[config.mk]
export PLATFORM = sky130hd
export DESIGN_NAME = sign_extender
export DESIGN_NICKNAME = d
export VERILOG_FILES = /design/src/rtl/sign_extender.sv
export SDC_FILE = /design/constraint.sdc
export NUM_CORES = 1
export LEC_CHECK = 0
export BUFFER_PORTS_ARGS = -buffer_cell sky130_fd_sc_hd__clkbuf_2
export CORE_MARGIN = 5
export CORE_UTILIZATION = 48
export CTS_CLUSTER_DIAMETER = 120
export DETAILED_ROUTE_END_ITERATION = 6
export PLACE_DENSITY = 0.89
export SYNTH_ARGS = -nofsm -noshare
export SYNTH_HDL_FRONTEND = slang
export SYNTH_SLANG_ARGS = --single-unit
[constraint.sdc]
create_clock -name clk -period 2.2 [get_ports clk]
set_clock_uncertainty 0.2 [all_clocks]
set_input_delay 0.33 -clock clk [delete_from_list [all_inputs] [get_ports clk]]
set_output_delay 0.33 -clock clk [all_outputs]
set_load 0.005 [all_outputs]
[src/rtl/sign_extender.sv]
// Immediate-extension stage: sign/zero-extends the instruction immediate and
// optionally shifts it for branch offsets or LUI, then registers the result.
module sign_extender #(
    parameter int IN_W  = 16,
    parameter int OUT_W = 32
) (
    input  logic             clk,
    input  logic             reset,
    input  logic [IN_W-1:0]  extend_in,
    input  logic             sign,
    input  logic [1:0]       shift_sel,
    input  logic             in_valid,
    output logic [OUT_W-1:0] extended_out,
    output logic             out_valid
);

    typedef enum logic [1:0] {
        SH_NONE = 2'b00,
        SH_2    = 2'b01,
        SH_16   = 2'b10,
        SH_RSVD = 2'b11
    } shift_e;

    shift_e           shift_mode;
    logic             fill;
    logic [OUT_W-1:0] ext;
    logic [OUT_W-1:0] result;

    assign shift_mode = shift_e'(shift_sel);
    assign fill       = sign & extend_in[IN_W-1];
    assign ext        = {{(OUT_W-IN_W){fill}}, extend_in};

    // LUI path builds from the raw immediate, so the extension mode never leaks in
    always_comb begin
        result = ext;
        case (shift_mode)
            SH_2:    result = {ext[OUT_W-3:0], 2'b00};
            SH_16:   result = OUT_W'(extend_in) << 16;
            default: result = ext;
        endcase
    end

    always_ff @(posedge clk) begin
        if (reset) begin
            extended_out <= '0;
            out_valid    <= 1'b0;
        end else begin
            out_valid <= in_valid;
            if (in_valid)
                extended_out <= result;
        end
    end

endmodule

* Word level (Yosys, flattened, before mapping)
Index checks and enable logic that the tools add are counted.
** Operators by class
- Add/subtract/negate cells :: 0
- Multiply operators :: 0
- Div/mod/pow operators :: 0
- $lt $le $gt $ge :: 0
- Eq/ne operators :: 2
- Shifts and indexed selects :: 0
- Muxes and demuxes :: 1
- Bitwise operators :: 1
- Reduce and logical (&&, ||, !) cells :: 0
** Operators with widths (number)
- 32-bit case mux with 2 select lines :: 1
- 2-bit by 1-bit == test with 1-bit output (second input constant) :: 1
- 2-bit == test (second input constant) :: 1
- 1-bit bitwise AND :: 1
** Storage, ports and cells
- Flip-flop bits (word level) :: 33
- Latch bits :: 0
- RAM bits :: 0
- ROM bits :: 0
- Input port bits :: 22
- Output and inout port bits :: 33
- Word-level logic and storage cells :: 6
- Memories :: 0

* Logic depth before layout (Yosys ltp)
Gate-level depths: netlist of run 1.
- Depth in word-level cells :: 2
- Mapped depth :: 8
- Mapped depth without buffers :: 5

* Worst setup path after synthesis of run 1
No wires, ideal clock.
- Path type :: input to register
- From :: in shift_sel[0]
- To :: reg extended_out[21]
- Library setup time :: 0.140 ns
- Data arrival time :: 1.342 ns
- Data required time :: 1.860 ns
- Setup slack :: 0.518 ns
- Stages :: 8
- Buffers on the path :: 3
- Cell sequence :: inv_1 -> ha_1 -> buf_6 -> o211ai_2 -> and2_4 -> buf_6 -> buf_12 -> a211oi_2
** Between the ends
- Cells in the longest elaborated chain, start to end :: 2
- Elaborated cells on any way between the ends :: 3
- Classes of those cells :: eq/ne (2); mux (1)
** Ends and longest elaborated chain
- start, declared :: RTL line 11 : input logic [1:0] shift_sel,
- 2-bit == test / 2-bit by 1-bit == test with 1-bit output (equally long branches) :: RTL line 36 : case (shift_mode)
- 32-bit case mux with 2 select lines * :: RTL line 36
- end signal, assigned :: RTL line 50 : extended_out <= result;
- end, declared :: RTL line 13 : output logic [OUT_W-1:0] extended_out,
Every way passes the cells marked *; elsewhere a longest branch is shown, timed or not.
A chain may end at the register's enable or synchronous reset.

* Final worst setup path of run 1
- From :: in shift_sel[0]
- To :: reg extended_out[13]
Same word-level chain as after synthesis.

==> summary by stage, run 1 <==
Worst setup path
STA classifies the critical path startpoint as an input pin. Of all nets on the critical path, the largest fanout is 14. The endpoint identified for the worst register-to-register timing path is extended_out[13]$_SDFFE_PP0P_. The category of the critical setup timing path is input pin to flip-flop. The worst register-to-register path has a setup slack of 1.15 ns. Data arrives at the worst endpoint at 1.80 ns.

STA classifies the critical path endpoint as a flip-flop. Data on the critical path is required at its endpoint by 2.25 ns. In this run the critical register-to-register path is launched from extended_out[13]$_SDFFE_PP0P_.

The worst register-to-register path has a depth of 3.

Hold path
The worst hold path terminates at extended_out[5]$_SDFFE_PP0P_. Along the worst hold path, the cell count comes to 3. In this run the most critical hold path is launched from extend_in[3]. The path class of the tightest hold or removal check is input pin to flip-flop.

Final layout
After routing the design area is 0.001823 mm². Leaving out fill and tap cells, the most frequent cell in the layout is sky130_fd_sc_hd__clkbuf_2. Relative to the synthesized area, the layout overhead comes to 21.42%. The repair_antennas step left the layout with diodes totalling 0. In the final layout, flip-flops and latches occupy 660.6 µm². The number of non-filler instances in the completed layout is 265. The net count of the finished layout is 245. Of the cells placed in the final design, the portion with a size suffix greater than 1 is 0.3710.

The area of the multi-input gates is 726.9 µm². The number of fill cells in the layout is 285. The library cells used most frequently in the layout, excluding fill and tap cells, are 54 x sky130_fd_sc_hd__clkbuf_2, 33 x sky130_fd_sc_hd__dfxtp_1, 28 x sky130_fd_sc_hd__nand2_1.

Placed design
The post-placement cell count is 258. The post-detailed-placement half-perimeter wirelength is 2.640 mm. Routability-driven placement finished with a final weighted congestion of 0.8292. During placement, the flow inserted port buffers numbering 54. In this run the cell area measured after placement is 0.001750 mm².

Timing
Setup repair after global routing left no endpoint under its margin. The worst path in the final design needs a cycle of 1.749 ns, including I/O delays and setup. In this run the tightest slew margin relative to its limit is 0.5199. The transition at the pin with the smallest max-transition slack is 0.7198 ns.

The count of final max-slew check failures is 0. Summed over all failing endpoints, the final setup total negative slack is 0 ns. The top achievable clock speed is 0.5717 GHz. The portion of the clock cycle consumed by the worst path in the final layout is 0.7950. The total setup violations reported at the end of the flow is 0.

The final count of hold timing violations is 0. The worst hold margin is 0.02420 ns.

Synthesis
The dominant combinational cell family by area after synthesis is compound AO/OA/AOI/OAI gates. The portion of the post-synthesis area used by sequential elements is 0.4400. The basic-gate share of the synthesized area counting and, or, nand and nor cells is 0.2275.

The post-synthesis area per instance is 8.884 µm². Synthesis produced a netlist with a net count of 193. The synthesis-stage register bit count is 33.

The cell area that synthesis handed to floorplanning was 0.001501 mm². By area the synthesized netlist is led by sky130_fd_sc_hd__dfxtp_1 44%, sky130_fd_sc_hd__a211oi_2 8.3%, sky130_fd_sc_hd__nand2_1 7.0%. Of the total synthesized cell area, the portion taken by full adders, half adders and majority gates is 0.01667. The share of the synthesized area in compound gates (AO/OA/AOI/OAI) came to 0.2400. Synthesis produced 169 cells. Counting distinct cell types in the post-synthesis netlist gives 28.

The share of the synthesized netlist area taken by xor and xnor gates is 0. The top cell type by total area after synthesis is sky130_fd_sc_hd__dfxtp_1. The share of Yosys cell area claimed by the top area cell type is 0.4400. The portion of synthesized area spent on multiplexers is 0. For this run, the number of Yosys warnings is 0.

Status
The run finished with clean final reports.

Power and ir drop
The worst-case IR drop observed on VDD is 0.4027 mV. The areal power density over the cells is 711.4 mW/mm². The leakage power total is 0.0007816 µW.

Clock tree
In this run, post-CTS hold repair placed 0 buffers. TritonCTS built the clock tree. The number of clock buffers inserted by TritonCTS is 5. The maximum root-to-sink buffer count is 2. The number of sinks handled by clock tree synthesis is 33. The deepest level of the CTS H-tree is 2.

Once the clock tree was built, the setup fixing pass inserted 0 buffers. The quantity of gates resized following cts is 0. Clock-pin slew was measured on the worst setup and hold paths at 0.10 ns.

The clock insertion delay at the later pin of the skew report is 0.33 ns. The clock tree root buffer cell is sky130_fd_sc_hd__clkbuf_4.

Floorplanning
The die extent in x is 65.93 µm. The die covers 0.004347 mm². The floorplan die height is 65.93 µm. During I/O placement, the number of pins put on the boundary was 55.

The floorplan row count is 20. The placeable core region is 0.003028 mm². For this configuration, the core starts out at a cell density of 0.4959.

Global routing
The first global-routing pass estimated 5.844 mm of wire. In the global route stage, overall resource usage came out at 0.1769. For this run the aggregate overflow at the end of global routing stands at 0. The pin count of the biggest net entering global routing is 34. The initial antenna violation count is 0.

The via count of the first global-routing pass came to 1247.

Drt
In the final routed layout, each cell accounts on average for 13.97 µm. The first detailed-routing pass took 4 iterations. The count of unresolved DRC violations after routing is 0. Summed over all layers, the routed wires come to 3.702 mm. The via count is 1328. The initial detailed-routing violation count is 77. The vias per cell is 5.011. The number of routed nets with antenna violations is 0.

Job
The count of maximum capacitance violations is 0.
layout make-up:
cell class	instances	area share
clock buffers	5	0.02059
clock inverters	2	0.01922
inverters	2	0.004118
multi-input cells	121	0.3988
flip-flops and latches	33	0.3624
well taps	44	0.03020
repair buffers	58	0.1647
metrics by stage:
| step | power [µW] | utilization | setup WS (ns) |
|---|---|---|---|
| 2_1_floorplan | 799.0 | - | 0.5184 |
| 3_3_place_gp | 870.7 | 0.5781 | 0.2408 |
| 3_5_place_dp | 876.3 | 0.5781 | 0.1415 |
| 4_1_cts | 1306 | 0.6021 | 0.4343 |
| 5_1_grt | 1369 | 0.6021 | 0.3435 |
| 6_report | 1297 | 0.6021 | 0.4509 |
worst max-delay path by stage:
stage / startpoint / to / cells after the start
2_1_floorplan: shift_sel[0] / extended_out[21]$_SDFFE_PP0P_ / 8
4_1_cts: shift_sel[0] / extended_out[13]$_SDFFE_PP0P_ / 6
3_5_place_dp: shift_sel[0] / extended_out[13]$_SDFFE_PP0P_ / 6
6_report: shift_sel[0] / extended_out[13]$_SDFFE_PP0P_ / 6
3_3_place_gp: shift_sel[0] / extended_out[11]$_SDFFE_PP0P_ / 6
5_1_grt: shift_sel[0] / extended_out[12]$_SDFFE_PP0P_ / 6
metal layers:
layer / routed length (µm) / up-vias / part of all wire / global-route usage
met5: 0 / - / 0 / 0
met4: 36 / 0 / 0.0097 / 0.07107
met3: 191 / 4 / 0.052 / 0.05612
met2: 1794 / 43 / 0.48 / 0.2791
met1: 1679 / 602 / 0.45 / 0.2225
li1: - / 679 / - / -
synthesized netlist by cell type:
cell type	number
sky130_fd_sc_hd__a211oi_1	4
sky130_fd_sc_hd__a211oi_2	10
sky130_fd_sc_hd__a21bo_2	1
sky130_fd_sc_hd__a21oi_1	16
sky130_fd_sc_hd__a221o_2	2
sky130_fd_sc_hd__a311oi_1	1
sky130_fd_sc_hd__a31oi_1	1
sky130_fd_sc_hd__and2_0	1
sky130_fd_sc_hd__and2_4	1
sky130_fd_sc_hd__and2b_1	1
sky130_fd_sc_hd__and4bb_2	1
sky130_fd_sc_hd__buf_12	1
sky130_fd_sc_hd__buf_2	3
sky130_fd_sc_hd__buf_4	2
sky130_fd_sc_hd__buf_6	4
sky130_fd_sc_hd__clkbuf_1	3
sky130_fd_sc_hd__dfxtp_1	33
sky130_fd_sc_hd__ha_1	2
sky130_fd_sc_hd__inv_1	2
sky130_fd_sc_hd__nand2_1	28
sky130_fd_sc_hd__nand2b_1	2
sky130_fd_sc_hd__nand3_1	2
sky130_fd_sc_hd__nand3b_1	1
sky130_fd_sc_hd__nor2_1	17
sky130_fd_sc_hd__nor2b_1	15
sky130_fd_sc_hd__nor2b_4	1
sky130_fd_sc_hd__o211ai_2	1
sky130_fd_sc_hd__o21ai_0	13
report_power, final:
part | switching (µW) | internal (µW)
Clock | 202 | 231
Sequential | 18.3 | 635
Combinational | 115 | 94.7
flip-flops by register name, summed over array words and instances (netlist names):
register / cells
out_valid: 1
extended_out: 32
critical path, stage by stage:
cell                       delay [ns]
sky130_fd_sc_hd__clkbuf_2        0.09
sky130_fd_sc_hd__inv_1           0.04
sky130_fd_sc_hd__ha_1            0.35
sky130_fd_sc_hd__and2_0          0.62
sky130_fd_sc_hd__a21oi_1         0.15
sky130_fd_sc_hd__o21ai_0         0.22
logic make-up (layout without fill, tap and decap cells):
logic type      Yosys count  count (layout)
fa+ha+maj                 2               2
buf+inv                  15              67
simple gates             70              70
flops                    33              33
compound gates           49              49
Note: power is estimated with default switching activity, not from simulation.
==> run 2, diff against run 1 <==
- CORE_UTILIZATION: 48 -> 44
- PLACE_DENSITY: 0.89 -> 0.86
- clock period: 2.2 -> 1.47 ns (I/O delays scaled with it)
==> summary by stage, run 2 (synthesis results as in run 1) <==
Timing
Dividing the final minimum period by the clock period gives 0.9520. The remaining max-slew budget at the tightest pin is 0.7479. The final count of hold timing violations is 0. The routed design could run at a clock period as short as 1.399 ns. Based on the critical path, the design can be clocked at up to 0.7146 GHz. Setup repair after global routing left no endpoint under its margin. The count of final max-slew check failures is 0.

Setup violations remaining at the end of the flow were counted as 0. For the pin with the worst max-slew slack, the measured transition is 0.3782 ns.

Global routing
The via count of the first global-routing pass is 1295. Entering global routing, the biggest net connects 34 pins. The initial antenna violation count was 0.

Across every metal layer, demand over resource in global routing totals 0.1786. The wire length of the first global-routing pass is 6.065 mm. The global-route congestion overflow total is 0.

Job
Across the run, the number of max-cap violations was 0.

Placed design
Input and output buffers added on the ports amount to 54. The congestion estimate from routability-driven global placement came to 0.7487. Once detailed placement completed, the half-perimeter wirelength came to 2.676 mm.

The post-placement cell count is 265.

Final layout
The area of the multi-input gates is 745.7 µm². The register with the most flip-flops in the layout has 32 of them. The layout overhead on the synthesized area is 38.42%. Fill cells in the final layout number 293.

The largest registers in the layout are extended_out: 32 flops, out_valid: 1 flops. The number of inserted diodes is 0. In the final layout, flip-flops and latches occupy 660.6 µm². The finished layout holds 289 standard cells, fillers aside. The register with the most flip-flops in the final layout is extended_out. Leaving out fill and tap cells, the most frequent cell in the layout is sky130_fd_sc_hd__clkbuf_2.

The share of cells above drive strength 1 is 0.3786. The top cell types in the final layout, fill and taps aside, are 54 x sky130_fd_sc_hd__clkbuf_2, 33 x sky130_fd_sc_hd__dfxtp_1, 28 x sky130_fd_sc_hd__nand2_1. The total number of nets in the final design is 266.

Power and ir drop
The areal power density over the cells is 1002 mW/mm². The worst ir drop on vdd is 0.5236 mV. The leakage power total is 0.0008825 µW. Summing internal, switching and leakage power gives 2082 µW.

Worst setup path
The end of the worst register-to-register path is extended_out[8]$_SDFFE_PP0P_. The cell with the largest stage delay on the worst path is sky130_fd_sc_hd__dlygate4sd3_1. For flop-to-flop paths, the worst setup slack is 0.46 ns. STA puts the critical path data arrival time at 1.42 ns.

The worst setup path is launched from an input pin. The number of buffers and inverters on the critical path is 2. The path length in cells of the critical path is 5. On the worst path, the slowest cell contributes a delay of 0.53 ns.

The family of cells with the greatest summed delay on the critical path is buffers and inverters. The startpoint identified for the worst register-to-register timing path is extended_out[8]$_SDFFE_PP0P_. By startpoint and endpoint, the worst setup path is classified as input pin to flip-flop. The required time of the worst setup path is 1.49 ns. The critical path goes through dlygate4sd3_1, clkbuf_2, a221o_2, nand3_1, a21oi_1.

STA classifies the critical path endpoint as a flip-flop. The number of cells on the worst reg-to-reg path is 3. The largest driver fanout on the critical path is 3.

Floorplanning
The floorplan row count is 21. The placeable core region is 0.003311 mm². The I/O pin total is 55. For this configuration, the core starts out at a cell density of 0.4535.

The floorplan die height is 68.42 µm. The die extent in x is 68.42 µm. The die covers 0.004681 mm².

Clock tree
The number of clock buffers inserted by TritonCTS is 5. Post-CTS timing repair inserted 0 buffers for setup. The TritonCTS clock tree is done. The maximum root-to-sink buffer count is 2. The clock net in this run drives a total of 33 sinks. The clock tree root buffer cell is sky130_fd_sc_hd__clkbuf_4. The H-tree was split into 2 levels. The later pin in the worst-skew pair is clocked with a latency of 0.34 ns. Clock-pin slew was measured on the worst setup and hold paths at 0.10 ns.

Hold path
The path category of the worst min-delay check is input pin to flip-flop. The depth of the worst hold-timing path is 4. The path with the worst hold slack has its endpoint at extended_out[16]$_SDFFE_PP0P_. The startpoint of the tightest hold check path is sign.

Drt
Detailed routing inserted a total of 1415 vias. After detailed routing, the number of vias per cell comes to 4.896. The count of TritonRoute iterations in the first routing pass is 4.

After detailed routing, the average wire length per cell comes to 13.42 µm. The count of unresolved DRC violations after routing is 0. After the first detailed-routing iteration, the DRC count stood at 59. Wires add up to 3.878 mm. The count of nets left with antenna violations once routing finished came out at 0.

Status
The flow ran to the end, and the final reports show no timing, DRC or antenna violations.
-- run 2: cell count changes in the layout (fill, tap and decap cells not counted), sizes merged --
cell         delta
buf             +5
clkbuf          +1
clkinv          -1
clkinvlp        +1
dlygate4sd3    +16
-- run 2: per-layer routing --
layer	vias to the layer above	part of all wire	global-route usage	wire [µm]
met1	657	0.45	0.2156	1751
met4	0	0.020	0.08933	77
li1	719	-	-	-
met2	33	0.48	0.2896	1864
met5	-	0	0	0
met3	6	0.048	0.04762	185
-- run 2: layout make-up --
| type | count | area share |
|---|---|---|
| clock inverter | 2 | 0.01806 |
| timing repair buffer | 79 | 0.2456 |
| multi-input combinational | 121 | 0.3588 |
| tap | 46 | 0.02769 |
| sequential | 33 | 0.3179 |
| clock buffer | 6 | 0.02468 |
| inverter | 2 | 0.007225 |
-- run 2: report_power, final --
part / leakage, µW / internal [µW] / switching, µW
combinational: 0.000566 / 192 / 184
sequential: 0.000272 / 951 / 30.0
clock: 0.0000445 / 404 / 321
total: 0.000882 / 1550 / 535
-- run 2: worst max path at each step --
stage                             start                             to
after floorplan            shift_sel[0]  extended_out[21]$_SDFFE_PP0P_
after global placement     shift_sel[0]   extended_out[2]$_SDFFE_PP0P_
after detailed placement   shift_sel[0]   extended_out[8]$_SDFFE_PP0P_
after CTS                 extend_in[15]  extended_out[17]$_SDFFE_PP0P_
after global routing      extend_in[15]  extended_out[29]$_SDFFE_PP0P_
final                      extend_in[1]  extended_out[17]$_SDFFE_PP0P_
-- run 2: through the flow --
step | hold slack (ns) | utilization | worst slack, ns | instance area, µm² | setup TNS (ns)
after global routing | 0.1627 | 0.6277 | 0.006700 | 2078 | 0
after global placement | 0.2582 | 0.5506 | -0.1982 | 1823 | -4.252
final | 0.1514 | 0.6277 | 0.07055 | 2078 | 0
after CTS | 0.1426 | 0.6259 | 0.08206 | 2072 | 0
after detailed placement | 0.2632 | 0.5506 | -0.2130 | 1823 | -4.839
after floorplan | 0.09211 | - | -0.04175 | 1521 | -0.4149
-- run 2: worst min-delay path, stage by stage --
cell and delay (ns):
sky130_fd_sc_hd__clkbuf_2 0.10, sky130_fd_sc_hd__a21bo_2 0.13, sky130_fd_sc_hd__nand3_1 0.07, sky130_fd_sc_hd__a21oi_1 0.14
-- run 2: repair_timing --
action,4_1_cts,5_1_grt
resized for setup,0,2
endpoints found under the setup margin,0,2
hold buffers,16,0
endpoints found under the hold margin,30,0
==> run 3, diff against run 2 <==
- PLACE_DENSITY: 0.86 -> 0.73
==> summary by stage, run 3 (synthesis results as in run 1) <==
Global routing
The global-route congestion overflow total is 0. The first global-routing pass estimated 6.499 mm of wire. The via count of the first global-routing pass came to 1403. The pin count of the biggest net entering global routing is 34. The initial antenna violation count was 0.

For this run, the total global-route usage over all layers was measured as 0.1886.

Timing
The count of final max-slew check failures is 0. The worst hold margin is 0.1328 ns. The total setup violations reported at the end of the flow is 0. Summed over all failing endpoints, the final setup total negative slack is 0 ns. At the pin with the least slew margin, the transition time is 0.3722 ns. The remaining max-slew budget at the tightest pin is 0.7519. Dividing the final minimum period by the clock period gives 0.9619. The final count of hold timing violations is 0. The top achievable clock speed is 0.7072 GHz. After layout, the worst setup slack is 0.05605 ns.

Setup repair after global routing left no endpoint under its margin. The minimum period implied by the final worst setup slack is 1.414 ns.

Placed design
The post-detailed-placement half-perimeter wirelength is 2.701 mm. The global placement routability congestion is 0.7765. The pre-CTS setup slack is -0.2469 ns. The number of port buffers is 54.

Drt
The final routed wirelength across all metal layers is 3.907 mm. The via count is 1413. The vias per cell is 4.906.

After detailed routing, the number of remaining DRC violations is 0. The detail-routed net length per standard cell is 13.57 µm. The first routing iteration left 79 violations. The count of TritonRoute iterations in the first routing pass is 4.

The number of routed nets with antenna violations is 0.

Clock tree
The register clock-pin slew on the reported worst setup and hold paths is 0.11 ns. The maximum root-to-sink buffer count is 2. The clock tree root buffer cell is sky130_fd_sc_hd__clkbuf_4. The deepest level of the CTS H-tree is 2. Buffers added to address setup during post-CTS repair amount to 0. The number of clock buffers inserted by TritonCTS is 5. Counting every sink on the clock net gives 33.

The TritonCTS clock tree is done. At the later pin of the worst-skew pair, clock insertion delay measures 0.33 ns.

Worst setup path
The end of the worst register-to-register path is extended_out[6]$_SDFFE_PP0P_. The startpoint identified for the worst register-to-register timing path is extended_out[6]$_SDFFE_PP0P_. The first element of the critical path is extend_in[15]. The largest driver fanout on the critical path is 5.

By startpoint and endpoint, the worst setup path is classified as input pin to flip-flop. The critical path startpoint category is an input pin. On the worst path, the slowest cell contributes a delay of 0.55 ns. The worst register-to-register path has a setup slack of 0.44 ns.

The slowest stage of the critical path belongs to the cell sky130_fd_sc_hd__dlygate4sd3_1. The required time of the worst setup path is 1.49 ns. STA classifies the critical path endpoint as a flip-flop. Following the worst setup path forward leads to its endpoint at extended_out[17]$_SDFFE_PP0P_. The critical path goes through dlygate4sd3_1, clkbuf_2, a221o_2, nand3_1, a21oi_1.

The arrival time of the worst setup path is 1.44 ns. Measured in cells, the most critical reg-to-reg path has a length of 3.

Power and ir drop
The power share of the clock group is 0.270. The switching power total is 530.2 µW. The analysis attributes to cell leakage a power of 0.0008642 µW. For this design the ratio of total power to cell area is 908.9 mW/mm².

IR analysis of the VDD net gives a maximum drop of 0.7170 mV. The internal power is 1321 µW. Of the total power, the share spent switching nets is 0.2864.

The register share of total power is 0.529. The power share of the combinational group is 0.201.

Final layout
The most flop-heavy register is extended_out. The number of fill cells in the layout is 312. The number of inserted diodes is 0. The multi-input combinational cells in the finished layout cover a total of 745.7 µm². In the final layout, the registers with the most flip-flops are extended_out: 32 flops, out_valid: 1 flops. The register with the most flip-flops in the layout has 32 of them. The sequential cells in the finished layout cover a total of 660.6 µm².

After the last flow step, the layout net total stands at 265. The share of cells above drive strength 1 is 0.3760. In the layout the commonest cells are 54 x sky130_fd_sc_hd__clkbuf_2, 33 x sky130_fd_sc_hd__dfxtp_1, 28 x sky130_fd_sc_hd__nand2_1. The area growth from synthesis to layout is 35.67%.

The library cell used most frequently in the layout, excluding fill and tap cells, is sky130_fd_sc_hd__clkbuf_2.

Job
The tool flagged a number of max-cap violations equal to 0.

Floorplanning
The starting utilization of the core area is 0.4535. The total area inside the core boundary comes to 0.003311 mm². Measured along the y axis, the die boundary spans 68.42 µm. In this run the core area contains 21 standard-cell rows.

The full die area is 0.004681 mm². The I/O pin total is 55. The die is 68.42 µm wide.

Hold path
The path category of the worst min-delay check is input pin to flip-flop. In this run the most critical hold path is launched from sign.

Status
The run finished with clean final reports.
[run 3: routing by layer]
metal | global-route usage | wire length (µm) | vias to the layer above | share of wire
li1 | - | - | 718 | -
met1 | 0.2278 | 1713 | 649 | 0.44
met2 | 0.3170 | 1988 | 40 | 0.51
met3 | 0.04105 | 153 | 6 | 0.039
met4 | 0.08437 | 53 | 0 | 0.014
met5 | 0 | 0 | - | 0
[run 3: critical path, delay by kind of cell]
| family | cells | cell delay [ns] |
|---|---|---|
| buffers and inverters | 2 | 0.71 |
| AND/OR/NAND/NOR | 1 | 0.08 |
| AO/OA/AOI/OAI | 2 | 0.43 |
[run 3: worst min path at each step]
stage                                     to  slack (ns)  cells after the start
2_1_floorplan           out_valid$_SDFF_PP0_        0.09                      1
3_3_place_gp   extended_out[17]$_SDFFE_PP0P_        0.26                      2
3_5_place_dp   extended_out[17]$_SDFFE_PP0P_        0.27                      2
4_1_cts        extended_out[17]$_SDFFE_PP0P_        0.14                      4
5_1_grt        extended_out[17]$_SDFFE_PP0P_        0.17                      4
6_report       extended_out[17]$_SDFFE_PP0P_        0.13                      4
[run 3: metrics by stage]
| stage | area, µm² | instances | util | total power [µW] |
|---|---|---|---|---|
| floorplan | 1521 | 169 | - | 1200 |
| detailed placement | 1815 | 264 | 0.5484 | 1337 |
| CTS | 2031 | 288 | 0.6134 | 1863 |
| finish | 2037 | 288 | 0.6153 | 1851 |
| global route | 2037 | 288 | 0.6153 | 1957 |
| global placement | 1815 | 264 | 0.5484 | 1333 |
[run 3: layout make-up]
class | count | share of cell area
repair buffers | 78 | 0.2469
inverters | 2 | 0.007371
clock inverters | 3 | 0.008600
multi-input cells | 121 | 0.3661
clock buffers | 5 | 0.01843
well taps | 46 | 0.02826
flip-flops and latches | 33 | 0.3243
[run 3: timing repair]
action	4_1_cts	5_1_grt
hold buffers	16	0
endpoints found under the hold margin	30	0
gates resized for setup	0	2
setup endpoints to repair	0	2
[run 3: power groups by stage]
stage / clock (µW) / combinational (µW) / sequential, µW
after global placement: 0 / 334 / 1000
after CTS: 511 / 372 / 980
after detailed placement: 0 / 337 / 1000
after global routing: 554 / 416 / 986
after floorplan: 0 / 198 / 1000
final: 500 / 373 / 979
